$ cat config.mk
export PLATFORM = sky130hd
export DESIGN_NAME = sign_mag_accum_flat
export DESIGN_NICKNAME = d
export VERILOG_FILES = /design/src/rtl/sign_mag_accum_pkg.sv /design/src/rtl/sign_mag_accum_if.sv /design/src/rtl/sm_sat_add.sv /design/src/rtl/sign_mag_accum.sv /design/src/flat_wrapper.sv
export SDC_FILE = /design/constraint.sdc
export NUM_CORES = 1
export LEC_CHECK = 0
export CORE_MARGIN = 2
export CORE_UTILIZATION = 41
export CTS_BUF_LIST = sky130_fd_sc_hd__clkbuf_16
export CTS_CLUSTER_DIAMETER = 30
export DETAILED_ROUTE_END_ITERATION = 8
export GPL_TIMING_DRIVEN = 0
export PLACE_DENSITY = 0.61
export SLEW_MARGIN = 30
export SYNTH_ARGS = -nofsm -noshare
export SYNTH_HDL_FRONTEND = slang
export SYNTH_SLANG_ARGS = --single-unit
$ cat constraint.sdc
create_clock -name clk -period 7.1 [get_ports clk]
set_input_delay 1.42 -clock clk [delete_from_list [all_inputs] [get_ports clk]]
set_output_delay 1.42 -clock clk [all_outputs]
set_load 0.005 [all_outputs]
$ cat src/rtl/sign_mag_accum_pkg.sv
// Shared types and default widths for the sign-magnitude frame accumulator.
package sign_mag_accum_pkg;

    localparam int unsigned DEF_IN_W      = 5;
    localparam int unsigned DEF_ACC_W     = 8;
    localparam int unsigned DEF_N_SAMPLES = 16;

    typedef enum logic {
        ACCUM = 1'b0,
        HOLD  = 1'b1
    } state_e;

endpackage

$ cat src/rtl/sign_mag_accum_if.sv
// Operand-in / result-out handshake bundle of the sign-magnitude accumulator.
interface sign_mag_accum_if
    import sign_mag_accum_pkg::*;
#(
    parameter int unsigned IN_W  = DEF_IN_W,
    parameter int unsigned ACC_W = DEF_ACC_W
);
    logic             in_valid;
    logic             in_ready;
    logic [IN_W-1:0]  in_data;
    logic             out_valid;
    logic             out_ready;
    logic [ACC_W-1:0] out_data;
    logic             out_ovf;

    modport slave (
        input  in_valid, in_data, out_ready,
        output in_ready, out_valid, out_data, out_ovf
    );

    modport master (
        output in_valid, in_data, out_ready,
        input  in_ready, out_valid, out_data, out_ovf
    );
endinterface

$ cat src/rtl/sm_sat_add.sv
// Combinational sign-magnitude adder; saturates the magnitude and flags it.
module sm_sat_add
    import sign_mag_accum_pkg::*;
#(
    parameter int unsigned ACC_W = DEF_ACC_W
) (
    input  logic [ACC_W-1:0] a,
    input  logic [ACC_W-1:0] b,
    output logic [ACC_W-1:0] sum,
    output logic             sat
);
    localparam int unsigned MAG_W = ACC_W - 1;

    logic [MAG_W-1:0] mag_a;
    logic [MAG_W-1:0] mag_b;
    logic             sgn_a;
    logic             sgn_b;
    logic [MAG_W:0]   raw;
    logic [MAG_W-1:0] mag_r;
    logic             sgn_r;

    always_comb begin
        mag_a = a[MAG_W-1:0];
        mag_b = b[MAG_W-1:0];
        // -0 behaves exactly like +0
        sgn_a = a[ACC_W-1] & (mag_a != '0);
        sgn_b = b[ACC_W-1] & (mag_b != '0);
        raw   = '0;
        mag_r = '0;
        sgn_r = 1'b0;
        sat   = 1'b0;
        if (sgn_a == sgn_b) begin
            raw   = {1'b0, mag_a} + {1'b0, mag_b};
            sgn_r = sgn_a;
            if (raw[MAG_W]) begin
                mag_r = '1;
                sat   = 1'b1;
            end else begin
                mag_r = raw[MAG_W-1:0];
            end
        end else if (mag_a >= mag_b) begin
            mag_r = mag_a - mag_b;
            sgn_r = sgn_a;
        end else begin
            mag_r = mag_b - mag_a;
            sgn_r = sgn_b;
        end
        sum = {sgn_r & (mag_r != '0), mag_r};
    end

endmodule

$ cat src/rtl/sign_mag_accum.sv
// Accumulates N_SAMPLES sign-magnitude operands per frame and holds the total
// until the downstream side takes it.
module sign_mag_accum
    import sign_mag_accum_pkg::*;
#(
    parameter int unsigned IN_W      = DEF_IN_W,
    parameter int unsigned ACC_W     = DEF_ACC_W,
    parameter int unsigned N_SAMPLES = DEF_N_SAMPLES
) (
    input  logic            clk,
    input  logic            rst_n,
    input  logic            clear,
    sign_mag_accum_if.slave bus
);
    localparam int unsigned CNT_W = $clog2(N_SAMPLES + 1);

    state_e           state_q;
    state_e           state_d;
    logic [ACC_W-1:0] acc_q;
    logic [ACC_W-1:0] acc_d;
    logic [CNT_W-1:0] cnt_q;
    logic [CNT_W-1:0] cnt_d;
    logic             ovf_q;
    logic             ovf_d;
    logic [ACC_W-1:0] operand_c;
    logic [ACC_W-1:0] sum_c;
    logic             sat_c;

    // Widen the operand: magnitude in the low bits, sign moved to the MSB
    always_comb begin
        operand_c              = '0;
        operand_c[IN_W-2:0]    = bus.in_data[IN_W-2:0];
        operand_c[ACC_W-1]     = bus.in_data[IN_W-1];
    end

    sm_sat_add #(
        .ACC_W (ACC_W)
    ) u_add (
        .a   (acc_q),
        .b   (operand_c),
        .sum (sum_c),
        .sat (sat_c)
    );

    always_ff @(posedge clk or negedge rst_n) begin
        if (!rst_n) begin
            state_q <= ACCUM;
            acc_q   <= '0;
            cnt_q   <= '0;
            ovf_q   <= 1'b0;
        end else begin
            state_q <= state_d;
            acc_q   <= acc_d;
            cnt_q   <= cnt_d;
            ovf_q   <= ovf_d;
        end
    end

    // Next-state: clear beats everything, including a same-cycle operand
    always_comb begin
        state_d = state_q;
        acc_d   = acc_q;
        cnt_d   = cnt_q;
        ovf_d   = ovf_q;
        if (clear) begin
            state_d = ACCUM;
            acc_d   = '0;
            cnt_d   = '0;
            ovf_d   = 1'b0;
        end else begin
            case (state_q)
                ACCUM: begin
                    if (bus.in_valid) begin
                        acc_d = sum_c;
                        ovf_d = ovf_q | sat_c;
                        cnt_d = cnt_q + CNT_W'(1);
                        if (cnt_q == CNT_W'(N_SAMPLES - 1)) begin
                            state_d = HOLD;
                        end
                    end
                end
                HOLD: begin
                    if (bus.out_ready) begin
                        state_d = ACCUM;
                        acc_d   = '0;
                        cnt_d   = '0;
                        ovf_d   = 1'b0;
                    end
                end
                default: state_d = ACCUM;
            endcase
        end
    end

    assign bus.in_ready  = (state_q == ACCUM);
    assign bus.out_valid = (state_q == HOLD);
    assign bus.out_data  = acc_q;
    assign bus.out_ovf   = ovf_q;

endmodule
$ cat src/flat_wrapper.sv
// flat-port wrapper written by rule: the top's interface ports become plain ports
module sign_mag_accum_flat import sign_mag_accum_pkg::*;
#(
    parameter int unsigned IN_W      = DEF_IN_W,
    parameter int unsigned ACC_W     = DEF_ACC_W,
    parameter int unsigned N_SAMPLES = DEF_N_SAMPLES
)
  (clk, rst_n, clear, bus_in_valid, bus_in_data, bus_out_ready, bus_in_ready, bus_out_valid, bus_out_data, bus_out_ovf);
  sign_mag_accum_if #(.IN_W(IN_W), .ACC_W(ACC_W)) bus_i ();
  input  logic clk;
  input  logic rst_n;
  input  logic clear;
  input wire logic [$bits(bus_i.in_valid)-1:0] bus_in_valid;
  input wire logic [$bits(bus_i.in_data)-1:0] bus_in_data;
  input wire logic [$bits(bus_i.out_ready)-1:0] bus_out_ready;
  output wire logic [$bits(bus_i.in_ready)-1:0] bus_in_ready;
  output wire logic [$bits(bus_i.out_valid)-1:0] bus_out_valid;
  output wire logic [$bits(bus_i.out_data)-1:0] bus_out_data;
  output wire logic [$bits(bus_i.out_ovf)-1:0] bus_out_ovf;
  assign bus_i.in_valid = bus_in_valid;
  assign bus_i.in_data = bus_in_data;
  assign bus_i.out_ready = bus_out_ready;
  assign bus_in_ready = bus_i.in_ready;
  assign bus_out_valid = bus_i.out_valid;
  assign bus_out_data = bus_i.out_data;
  assign bus_out_ovf = bus_i.out_ovf;
  sign_mag_accum #(.IN_W(IN_W), .ACC_W(ACC_W), .N_SAMPLES(N_SAMPLES)) u_core (.clk(clk), .rst_n(rst_n), .clear(clear), .bus(bus_i));
endmodule
==> metrics.md <==
| Metric | Value |
|---|---|
| CP Launch Type | input port |
| Starting density of the core | 42.6% |
| Number of flops mapped to enable cells by yosys | 0 |
| Asr flop ratio synth | 100% |
| DR pass1 iterations | 4 |
| RSZ-0062 raised after global routing | no |
| WHS Path Cells | 2 |
| Root Driver | clkbuf_16 |
| Synth Flop Type | dfrtp_1 |
| Diodes inserted | 0 |
| First DRT Iteration DRCs | 70 |
| Avg WL per Cell | 15.7 um |
| Layout cells sized above 1 | 8.08% |
| Boundary pin count | 21 |
| H-tree levels | 1 |
| Critical path fanouts, max | 9 |
| DRC viols | 0 |
| Max-slew violation count | 0 |
| Floorplan core area | 3630 um2 |
| Synth cell types | 48 |
| Setup skew after layout | 0.00392 ns |
| Die Area | 4280 um2 |
| Drt total wl | 3850 um |
| Synth area leaders | dfrtp_1 24%, ha_1 13%, a21oi_1 4.5% |
| Post-synth design cell area | 1550 um2 |
| GPL Wtd Cong | 0.835 |
| Synthesis Warnings | 0 |
| Area leader, netlist | dfrtp_1 |
| Num rows | 22 |
| Detailed placement HPWL | 3040 um |
| TNS Setup | 0 ns |
| Max Freq | 0.234 GHz |
| Clk buf depth | 2 |
| CTS resizes | 0 |
| Maximum vdd drop | 0.145 mV |
| Final setup viols | 0 |
| Number of clock sinks | 15 |
| Synthesized area per cell | 8.90 um2 |
| Reg clk slew, reported paths | 0.05 ns |
| Register area share after synthesis | 24.3% |
| Via Count | 1,380 |
| CTS tree | built |
| Final #Nets | 228 |
| Antenna viol nets, final | 0 |
| Worst r2r path cells | 8 |
| Clk_lat worst skew | 0.25 ns |
| Required time of the critical path | 7.20 ns |
| Synth top area share | 24.3% |
| Hold_buf cts | 0 |
| Antenna violations before repair | 0 |
| Post-Synthesis Net Count | 203 |
| Final hold viol count | 0 |
| Gr ovfl total | 0 |
| Overall routing resource usage | 19.9% |
| Area Overhead vs Synth | 22.0% |
| Leak Pwr | 0.848 nW |
| Register-to-Register Setup Slack | 3.93 ns |
| Final period utilization | 60.3% |
| Largest net degree at the start of global routing | 16 |
| Pwr per Cell Area | 245 nW/um2 |
| Global-route wire length before repair | 6570 um |
| CP endpoint kind | flip-flop |
| Total CTS buffers | 3 |
| Final Critical Period | 4.28 ns |
| Worst EP arrival | 4.38 ns |
| Buffers on Ports | 20 |
| Vias per inst | 5.61 |
| Vias in the first global route | 1,419 |
| Post-Synthesis Cells | 174 |
| Post-synth top cells | 18 x inv_1, 16 x ha_1, 15 x dfrtp_1, 14 x a21oi_1, 11 x nand2_1 |
| Slew @ Worst Pin | 0.888 ns |
| Rel. slew slack | 40.4% |
| Max cap viols | 0 |
| #FFs+latches synth | 15 |
| Die X | 65.4 um |
| Util after Layout | 52.0% |
| Setup CP Type | input port to flip-flop |
| Min-Delay Path Class | flip-flop to flip-flop |
| # Post-CTS Setup Buffers | 0 |
| Top-count cell post-synth | inv_1 |
| Die height | 65.4 um |
| Status | complete, no violations |
-- metal layers --
layer | up-vias | track usage (%) | share of wire, %
li1 | 677 | - | -
met1 | 665 | 26.7 | 47
met2 | 31 | 33.2 | 48
met3 | 7 | 2.91 | 3.9
met4 | 0 | 5.73 | 1.5
met5 | - | 0 | 0
-- sequential cells by signal (all words and copies together), names as in the netlist --
name / cells
u_core.bus.out_valid: 1
u_core.cnt_q: 5
u_core.bus.out_data: 8
u_core.bus.out_ovf: 1
-- cell usage in the layout (no fill, tap or decap), types with 2 or more instances in the layout --
cell,count
fa_1,3
o21bai_1,2
clkdlybuf4s50_1,20
xor2_1,3
inv_1,18
nor2_1,9
a22o_1,3
o21a_1,2
a41oi_1,2
dfrtp_1,15
a211oi_1,3
nor3_1,3
nor3b_1,2
buf_6,3
o21ai_0,8
ha_1,16
mux2i_1,3
nand3b_1,3
a21oi_1,14
nand2_1,11
o31ai_1,4
a2bb2oi_1,2
nand3_1,6
clkbuf_1,3
nor2b_1,2
and3_1,3
clkbuf_16,3
o21ai_1,4
a21o_1,5
o41ai_4,2
-- through the flow --
step,std cells,power (mW),area [um2],setup WS (ns),hold WS (ns)
after global placement,242,0.347,1810,2.64,0.470
after floorplan,174,0.278,1550,3.74,0.450
after detailed placement,242,0.351,1810,2.62,0.472
after CTS,246,0.462,1890,2.86,0.483
after global routing,246,0.494,1890,2.63,0.544
final,246,0.462,1890,2.82,0.481
-- worst max-delay path, cell delays in order --
cell and delay [ns]:
clkdlybuf4s50_1 0.53, ha_1 0.43, nand2b_1 0.14, a211oi_1 0.07
o21ai_1 0.71, mux2_2 0.43, a21oi_1 0.15, a2bb2oi_1 0.32
a41oi_1 0.17
-- final timing paths --
path	start	end
worst max-delay path	bus_in_data[0]	u_core.bus.out_data[7]
worst min-delay path	u_core.cnt_q[4]	u_core.cnt_q[4]
worst max register to register	u_core.bus.out_data[1]	u_core.bus.out_data[7]
worst min register to register	u_core.cnt_q[4]	u_core.cnt_q[4]
max in group asynchronous	rst_n	u_core.bus.out_data[1]
min in group asynchronous	rst_n	u_core.cnt_q[2]
-- power breakdown --
part	internal, mW	total (mW)	leakage (nW)	switching [mW]
clock	0.0752	0.110	0.0409	0.0345
combinational	0.108	0.243	0.604	0.135
sequential	0.0946	0.110	0.204	0.0156
total	0.278	0.462	0.848	0.185
-- cell type report --
cell class,count,area [um2]
Fill cell,374,1750
Multi-Input combinational cell,135,1060
Sequential cell,15,375
Timing Repair Buffer,20,200
Clock buffer,3,75.1
Inverter,18,67.6
Tap cell,48,60.1
Buffer,6,45.0
Clock inverter,1,5.00
-- cells by family after synthesis --
family / share of synthesized area, %
xor+xnor: 3.32
simple gates: 15.0
mux: 2.67
fa+ha+maj: 16.8
compound gates: 30.6
buf+inv: 7.28
flops: 24.3
No activity file was read; power rests on OpenSTA's default activity.
